**config.mk**
```make
export PLATFORM = sky130hd
export DESIGN_NAME = rob_retire_flat
export DESIGN_NICKNAME = d
export VERILOG_FILES = /design/src/rtl/rob_retire_if.sv /design/src/rtl/rob_retire.sv /design/src/flat_wrapper.sv
export SDC_FILE = /design/constraint.sdc
export NUM_CORES = 1
export LEC_CHECK = 0
export CAP_MARGIN = 20
export CELL_PAD_IN_SITES_DETAIL_PLACEMENT = 1
export CELL_PAD_IN_SITES_GLOBAL_PLACEMENT = 2
export CORE_MARGIN = 2
export CORE_UTILIZATION = 37
export DETAILED_ROUTE_END_ITERATION = 7
export DONT_BUFFER_PORTS = 1
export HOLD_SLACK_MARGIN = 0.02
export PLACE_DENSITY = 0.85
export SETUP_SLACK_MARGIN = 0.15
export SKIP_LAST_GASP = 1
export SLEW_MARGIN = 20
export SYNTH_ARGS = -nofsm -noshare
export SYNTH_HDL_FRONTEND = slang
export SYNTH_SLANG_ARGS = --single-unit
```
**constraint.sdc**
```tcl
create_clock -name i_clk -period 4.2 [get_ports i_clk]
set_input_delay 1.26 -clock i_clk [delete_from_list [all_inputs] [get_ports i_clk]]
set_output_delay 1.26 -clock i_clk [all_outputs]
set_load 0.005 [all_outputs]
```
**src/rtl/rob_retire_if.sv**
```systemverilog
// rtl/rob_retire_if.sv - rename/execute/retire bundle for the rob_retire reorder buffer
interface rob_retire_if #(
  parameter int PREG_W = 7,
  parameter int IDX_W  = 4
);
  logic [1:0]             i_alloc_valid;
  logic [1:0][PREG_W-1:0] i_alloc_dst;
  logic [1:0][PREG_W-1:0] i_alloc_old_dst;
  logic                   o_alloc_ready;
  logic [1:0][IDX_W-1:0]  o_alloc_idx;
  logic [1:0]             i_cmpl_valid;
  logic [1:0][IDX_W-1:0]  i_cmpl_idx;
  logic [2:0]             o_retire_valid;
  logic [2:0][PREG_W-1:0] o_retire_dst;
  logic [2:0][PREG_W-1:0] o_retire_old_dst;
  logic [IDX_W:0]         o_count;

  modport master (
    output i_alloc_valid, i_alloc_dst, i_alloc_old_dst, i_cmpl_valid, i_cmpl_idx,
    input  o_alloc_ready, o_alloc_idx, o_retire_valid, o_retire_dst, o_retire_old_dst, o_count
  );

  modport slave (
    input  i_alloc_valid, i_alloc_dst, i_alloc_old_dst, i_cmpl_valid, i_cmpl_idx,
    output o_alloc_ready, o_alloc_idx, o_retire_valid, o_retire_dst, o_retire_old_dst, o_count
  );
endinterface

```
**src/rtl/rob_retire.sv**
```systemverilog
// rtl/rob_retire.sv - 2-wide allocate, 2-port complete, 3-wide in-order retire ROB
// Defining ROB_FLUSH_EN adds the i_flush input that empties the buffer in one edge.
module rob_retire #(
  parameter int DEPTH  = 16,
  parameter int PREG_W = 7,
  parameter int IDX_W  = 4
) (
  input  logic        i_clk,
  input  logic        i_rst,
`ifdef ROB_FLUSH_EN
  input  logic        i_flush,
`endif
  rob_retire_if.slave rob
);

  logic [DEPTH-1:0]             r_valid;
  logic [DEPTH-1:0]             r_done;
  logic [DEPTH-1:0][PREG_W-1:0] r_dst;
  logic [DEPTH-1:0][PREG_W-1:0] r_old_dst;
  logic [IDX_W-1:0]             r_head;
  logic [IDX_W-1:0]             r_tail;
  logic [IDX_W:0]               r_count;
  logic [2:0]                   r_ret_valid;
  logic [2:0][PREG_W-1:0]       r_ret_dst;
  logic [2:0][PREG_W-1:0]       r_ret_old_dst;

  logic                         w_clr;
  logic                         w_ready;
  logic [IDX_W-1:0]             w_tail1;
  logic                         w_wr0_en;
  logic                         w_wr1_en;
  logic [PREG_W-1:0]            w_wr0_dst;
  logic [PREG_W-1:0]            w_wr0_old;
  logic [1:0]                   w_alloc_n;
  logic [2:0][IDX_W-1:0]        w_slot_idx;
  logic [2:0]                   w_slot_rdy;
  logic [2:0]                   w_ret_mask;
  logic [1:0]                   w_ret_n;

`ifdef ROB_FLUSH_EN
  assign w_clr = i_rst | i_flush;
`else
  assign w_clr = i_rst;
`endif

  assign w_tail1 = r_tail + IDX_W'(1);
  assign w_ready = (r_count <= (IDX_W+1)'(DEPTH - 2));

  assign rob.o_alloc_ready    = w_ready;
  assign rob.o_alloc_idx[0]   = r_tail;
  assign rob.o_alloc_idx[1]   = w_tail1;
  assign rob.o_count          = r_count;
  assign rob.o_retire_valid   = r_ret_valid;
  assign rob.o_retire_dst     = r_ret_dst;
  assign rob.o_retire_old_dst = r_ret_old_dst;

  // A lone lane-1 request is packed into the tail slot so the buffer stays contiguous.
  always_comb begin
    w_wr0_en  = w_ready & (|rob.i_alloc_valid);
    w_wr1_en  = w_ready & (&rob.i_alloc_valid);
    w_wr0_dst = rob.i_alloc_valid[0] ? rob.i_alloc_dst[0]     : rob.i_alloc_dst[1];
    w_wr0_old = rob.i_alloc_valid[0] ? rob.i_alloc_old_dst[0] : rob.i_alloc_old_dst[1];
    w_alloc_n = {w_wr1_en, w_wr0_en & ~w_wr1_en};
  end

  // Only registered done bits are examined, so a same-edge completion waits a cycle.
  always_comb begin
    for (int k = 0; k < 3; k++) begin
      w_slot_idx[k] = r_head + IDX_W'(k);
      w_slot_rdy[k] = r_valid[w_slot_idx[k]] & r_done[w_slot_idx[k]];
    end
    w_ret_mask[0] = w_slot_rdy[0];
    w_ret_mask[1] = w_slot_rdy[0] & w_slot_rdy[1];
    w_ret_mask[2] = w_slot_rdy[0] & w_slot_rdy[1] & w_slot_rdy[2];
    w_ret_n       = 2'(w_ret_mask[0]) + 2'(w_ret_mask[1]) + 2'(w_ret_mask[2]);
  end

  always_ff @(posedge i_clk) begin
    if (w_clr) begin
      r_valid       <= '0;
      r_done        <= '0;
      r_dst         <= '0;
      r_old_dst     <= '0;
      r_head        <= '0;
      r_tail        <= '0;
      r_count       <= '0;
      r_ret_valid   <= '0;
      r_ret_dst     <= '0;
      r_ret_old_dst <= '0;
    end else begin
      for (int p = 0; p < 2; p++) begin
        if (rob.i_cmpl_valid[p] && r_valid[rob.i_cmpl_idx[p]]) begin
          r_done[rob.i_cmpl_idx[p]] <= 1'b1;
        end
      end
      if (w_wr0_en) begin
        r_valid[r_tail]   <= 1'b1;
        r_done[r_tail]    <= 1'b0;
        r_dst[r_tail]     <= w_wr0_dst;
        r_old_dst[r_tail] <= w_wr0_old;
      end
      if (w_wr1_en) begin
        r_valid[w_tail1]   <= 1'b1;
        r_done[w_tail1]    <= 1'b0;
        r_dst[w_tail1]     <= rob.i_alloc_dst[1];
        r_old_dst[w_tail1] <= rob.i_alloc_old_dst[1];
      end
      for (int k = 0; k < 3; k++) begin
        if (w_ret_mask[k]) begin
          r_valid[w_slot_idx[k]] <= 1'b0;
          r_done[w_slot_idx[k]]  <= 1'b0;
        end
        r_ret_valid[k]   <= w_ret_mask[k];
        r_ret_dst[k]     <= w_ret_mask[k] ? r_dst[w_slot_idx[k]]     : '0;
        r_ret_old_dst[k] <= w_ret_mask[k] ? r_old_dst[w_slot_idx[k]] : '0;
      end
      r_head  <= r_head + IDX_W'(w_ret_n);
      r_tail  <= r_tail + IDX_W'(w_alloc_n);
      r_count <= r_count + (IDX_W+1)'(w_alloc_n) - (IDX_W+1)'(w_ret_n);
    end
  end

endmodule
```
**src/flat_wrapper.sv**
```systemverilog
// flat-port wrapper written by rule: the top's interface ports become plain ports
module rob_retire_flat 
#(
  parameter int DEPTH  = 16,
  parameter int PREG_W = 7,
  parameter int IDX_W  = 4
)
  (i_clk, i_rst, rob_i_alloc_valid, rob_i_alloc_dst, rob_i_alloc_old_dst, rob_i_cmpl_valid, rob_i_cmpl_idx, rob_o_alloc_ready, rob_o_alloc_idx, rob_o_retire_valid, rob_o_retire_dst, rob_o_retire_old_dst, rob_o_count);
  rob_retire_if #(.PREG_W(PREG_W), .IDX_W(IDX_W)) rob_i ();
  input  logic i_clk;
  input  logic i_rst;
  input wire logic [$bits(rob_i.i_alloc_valid)-1:0] rob_i_alloc_valid;
  input wire logic [$bits(rob_i.i_alloc_dst)-1:0] rob_i_alloc_dst;
  input wire logic [$bits(rob_i.i_alloc_old_dst)-1:0] rob_i_alloc_old_dst;
  input wire logic [$bits(rob_i.i_cmpl_valid)-1:0] rob_i_cmpl_valid;
  input wire logic [$bits(rob_i.i_cmpl_idx)-1:0] rob_i_cmpl_idx;
  output wire logic [$bits(rob_i.o_alloc_ready)-1:0] rob_o_alloc_ready;
  output wire logic [$bits(rob_i.o_alloc_idx)-1:0] rob_o_alloc_idx;
  output wire logic [$bits(rob_i.o_retire_valid)-1:0] rob_o_retire_valid;
  output wire logic [$bits(rob_i.o_retire_dst)-1:0] rob_o_retire_dst;
  output wire logic [$bits(rob_i.o_retire_old_dst)-1:0] rob_o_retire_old_dst;
  output wire logic [$bits(rob_i.o_count)-1:0] rob_o_count;
  assign rob_i.i_alloc_valid = rob_i_alloc_valid;
  assign rob_i.i_alloc_dst = rob_i_alloc_dst;
  assign rob_i.i_alloc_old_dst = rob_i_alloc_old_dst;
  assign rob_i.i_cmpl_valid = rob_i_cmpl_valid;
  assign rob_i.i_cmpl_idx = rob_i_cmpl_idx;
  assign rob_o_alloc_ready = rob_i.o_alloc_ready;
  assign rob_o_alloc_idx = rob_i.o_alloc_idx;
  assign rob_o_retire_valid = rob_i.o_retire_valid;
  assign rob_o_retire_dst = rob_i.o_retire_dst;
  assign rob_o_retire_old_dst = rob_i.o_retire_old_dst;
  assign rob_o_count = rob_i.o_count;
  rob_retire #(.DEPTH(DEPTH), .PREG_W(PREG_W), .IDX_W(IDX_W)) u_core (.i_clk(i_clk), .i_rst(i_rst), .rob(rob_i));
endmodule
```
==> results.sh <==
export IMPL_yosysTopAreaCell="dfxtp_1"
export IMPL_cts_setup_buffers=0
export IMPL_maxCapViolations=0
export IMPL_clk_latency_ps=580
export IMPL_syn_inst=2212
export IMPL_post_drt_wl_per_cell_um=32.2
export IMPL_cts_sinks=314
export IMPL_drtAntennaViolNets=0
export IMPL_setup_viol=0
export IMPL_powerDensity_nw_per_um2=382
export IMPL_antenna_found_initial=1
export IMPL_path_max_fanout=9
export IMPL_period_share_pct=90.1
export IMPL_yosysSeqAreaShare_pct=31.1
export IMPL_synth_ff_type="dfxtp_1"
export IMPL_finalSetupTns_ps=0
export IMPL_crit_path_end_kind="flip-flop"
export IMPL_vias=19700
export IMPL_grt_pass1_vias=19800
export IMPL_crit_buf_inv=2
export IMPL_cts_tree="built"
export IMPL_dp_cells=2755
export IMPL_hold_path_class="reg -> reg"
export IMPL_layout_drive_gt1_share_pct=18.3
export IMPL_whs_ps=617
export IMPL_grt_setup_unrepaired="no"
export IMPL_crit_chain="ha_1, nand2_1, xor2_4, o2111a_1, nor4_4, or2_2, inv_1, fa_1, inv_1, fa_1, a21o_1, a21oi_1, xor2_1, nor2_1"
export IMPL_max_stage_delay_ps=500
export IMPL_drcViolationCount=0
export IMPL_drt_pass1_iterations=6
export IMPL_drv_slew=0
export IMPL_grt_overflow_total=0
export IMPL_path_delay_family="adder cells"
export IMPL_syn2layout_area_growth_pct=9.32
export IMPL_core_area_um2=53900
export IMPL_cts_buffers=37
export IMPL_synth_edff_count=0
export IMPL_routabilityCongestion=0.949
export IMPL_p_leak_nw=6.63
export IMPL_fmax_mhz=264
export IMPL_ys_top_cells_by_area="dfxtp_1 31%, mux4_2 23%, nand2_1 8.8%, o211ai_1 7.4%, a21oi_1 6.1%"
export IMPL_syn_num_nets=2283
export IMPL_drt_total_wl_um=90700
export IMPL_cts_root_buffer="clkbuf_16"
export IMPL_worstMarginPinSlew_ps=1210
export IMPL_avgSynthCellArea_um2=9.14
export IMPL_ir_drop_mv=0.259
export IMPL_grt_use_total_pct=31.6
export IMPL_clock_tree_buffer_depth=3
export IMPL_rows=85
export IMPL_finalNonFillerCells=2820
export IMPL_arrival_ps=4230
export IMPL_hpwl_um=54800
export IMPL_path_clk_slew_ps=60
export IMPL_num_io_pins=101
export IMPL_utilization_pct=41.0
export IMPL_ys_ff_latch=314
export IMPL_synthArstFlopShare_pct=0
export IMPL_dieWidth_um=238
export IMPL_slew_headroom_pct=19.5
export IMPL_hold_viol=0
export IMPL_die_h_um=238
export IMPL_yosysUniqueCellTypes=62
export IMPL_grt_max_degree=244
export IMPL_h_tree_depth=2
export IMPL_via_per_inst=6.99
export IMPL_start_util_pct=37.5
export IMPL_n_antenna_cell=0
export IMPL_cp_start_kind="flip-flop"
export IMPL_final_setup_skew_ps=24.1
export IMPL_synth_top_area_share_pct=31.1
export IMPL_finalCriticalPeriod_ps=3780
export IMPL_layout_common_cells="474 x nand2_1, 310 x dfxtp_1, 238 x a21oi_1"
export IMPL_cts_resized=0
export IMPL_required_ps=4640
export IMPL_grt_pass1_wl_um=131000
export IMPL_die_area_um2=56500
export IMPL_status="completed"
export IMPL_ys_warn_count=0
export IMPL_fillers=6063
export IMPL_drtIter0Drc=2137
export IMPL_totalPowerFinal_w=0.00844
export IMPL_nets=2170
export IMPL_synth_area_um2=20200
export IMPL_layout_commonest_cell="nand2_1"
export IMPL_hold_buffers=0
export IMPL_portBuffers=0
export IMPL_path_class="reg -> reg"
export IMPL_cpMaxStageDelayCell="fa_1"
-- kinds of logic after synthesis --
kind of cell / Yosys count / share of synthesized area [%]
DFF: 314 / 31.1
AOI/OAI and AO/OA: 612 / 20.0
xor gates and xnor gates: 14 / 0.606
buffers and inverters: 267 / 5.46
muxes: 249 / 24.9
and+or+nand+nor: 727 / 16.0
adders and majority gates: 29 / 1.94
-- layout make-up --
class	count	area (µm²)	share of cell area, %
Sequential cell	314	6300	28.5
Clock inverter	9	124	0.560
Multi-Input combinational cell	1631	13000	58.7
Timing Repair Buffer	87	686	3.10
Inverter	28	105	0.475
Tap cell	696	871	3.94
Clock buffer	55	1050	4.77
-- report_power, final --
part | internal (W) | switching [W]
Clock | 0.00187 | 0.00140
Sequential | 0.00320 | 0.000288
Combinational | 0.000762 | 0.000930
-- worst reg2reg max path: stages (launching register included) --
cell	delay, ps
dfxtp_2	470
ha_1	330
nand2_1	170
xor2_4	200
o2111a_1	260
nor4_4	410
or2_2	190
inv_1	70
fa_1	500
inv_1	70
fa_1	410
a21o_1	170
a21oi_1	180
xor2_1	180
nor2_1	50
-- per-stage QoR --
step / cell area, µm² / worst slack (ps)
2_1_floorplan: 20200 / 159
3_3_place_gp: 20900 / 578
3_5_place_dp: 20900 / 525
4_1_cts: 22100 / 495
5_1_grt: 22100 / 220
6_report: 22100 / 417
-- state kept, by name (all words and copies together) (netlist names) --
name / count
u_core.r_done: 16
u_core.r_dst: 112
u_core.r_head: 4
u_core.r_old_dst: 112
u_core.r_tail: 4
u_core.r_valid: 16
u_core.rob.o_count: 5
u_core.rob.o_retire_dst: 21
u_core.rob.o_retire_old_dst: 21
u_core.rob.o_retire_valid: 3
-- metal layers --
layer / part of all wire, % / track usage, % / up-vias
met3: 12 / 8.69 / 319
met2: 44 / 48.2 / 1328
li1: - / - / 8015
met4: 6.2 / 18.2 / 2
met1: 38 / 40.2 / 10100
met5: 0.014 / 0 / -
-- cells in the mapped netlist (8+ instances only) --
master	count
nor2_1	62
ha_1	25
clkbuf_1	188
a22oi_1	10
a211oi_1	40
o2111ai_1	8
dfxtp_1	314
o21ai_0	23
nand3b_1	9
a211o_1	30
nand2_1	474
nand3_1	17
mux4_2	203
buf_2	31
nor3_1	36
buf_1	10
a21oi_1	246
a31oi_1	9
nor2b_1	52
mux2i_1	46
o211ai_1	200
and3_1	21
a211oi_2	9
inv_1	28
xor2_1	9
-- path summary, 6_finish.rpt --
| path | start | endpoint | slack [ps] | cells past startpoint |
|---|---|---|---|---|
| worst max register to register | u_core.r_head[2]$_SDFF_PP0_ | u_core.rob.o_count[4]$_SDFF_PP0_ | 420 | 14 |
| worst min register to register | u_core.r_dst[37]$_SDFF_PP0_ | u_core.r_dst[37]$_SDFF_PP0_ | 620 | 2 |
| worst max-delay path | u_core.r_head[2]$_SDFF_PP0_ | u_core.rob.o_count[4]$_SDFF_PP0_ | 420 | 14 |
| worst min-delay path | u_core.r_dst[37]$_SDFF_PP0_ | u_core.r_dst[37]$_SDFF_PP0_ | 620 | 2 |
No activity file was read; power rests on OpenSTA's default activity.
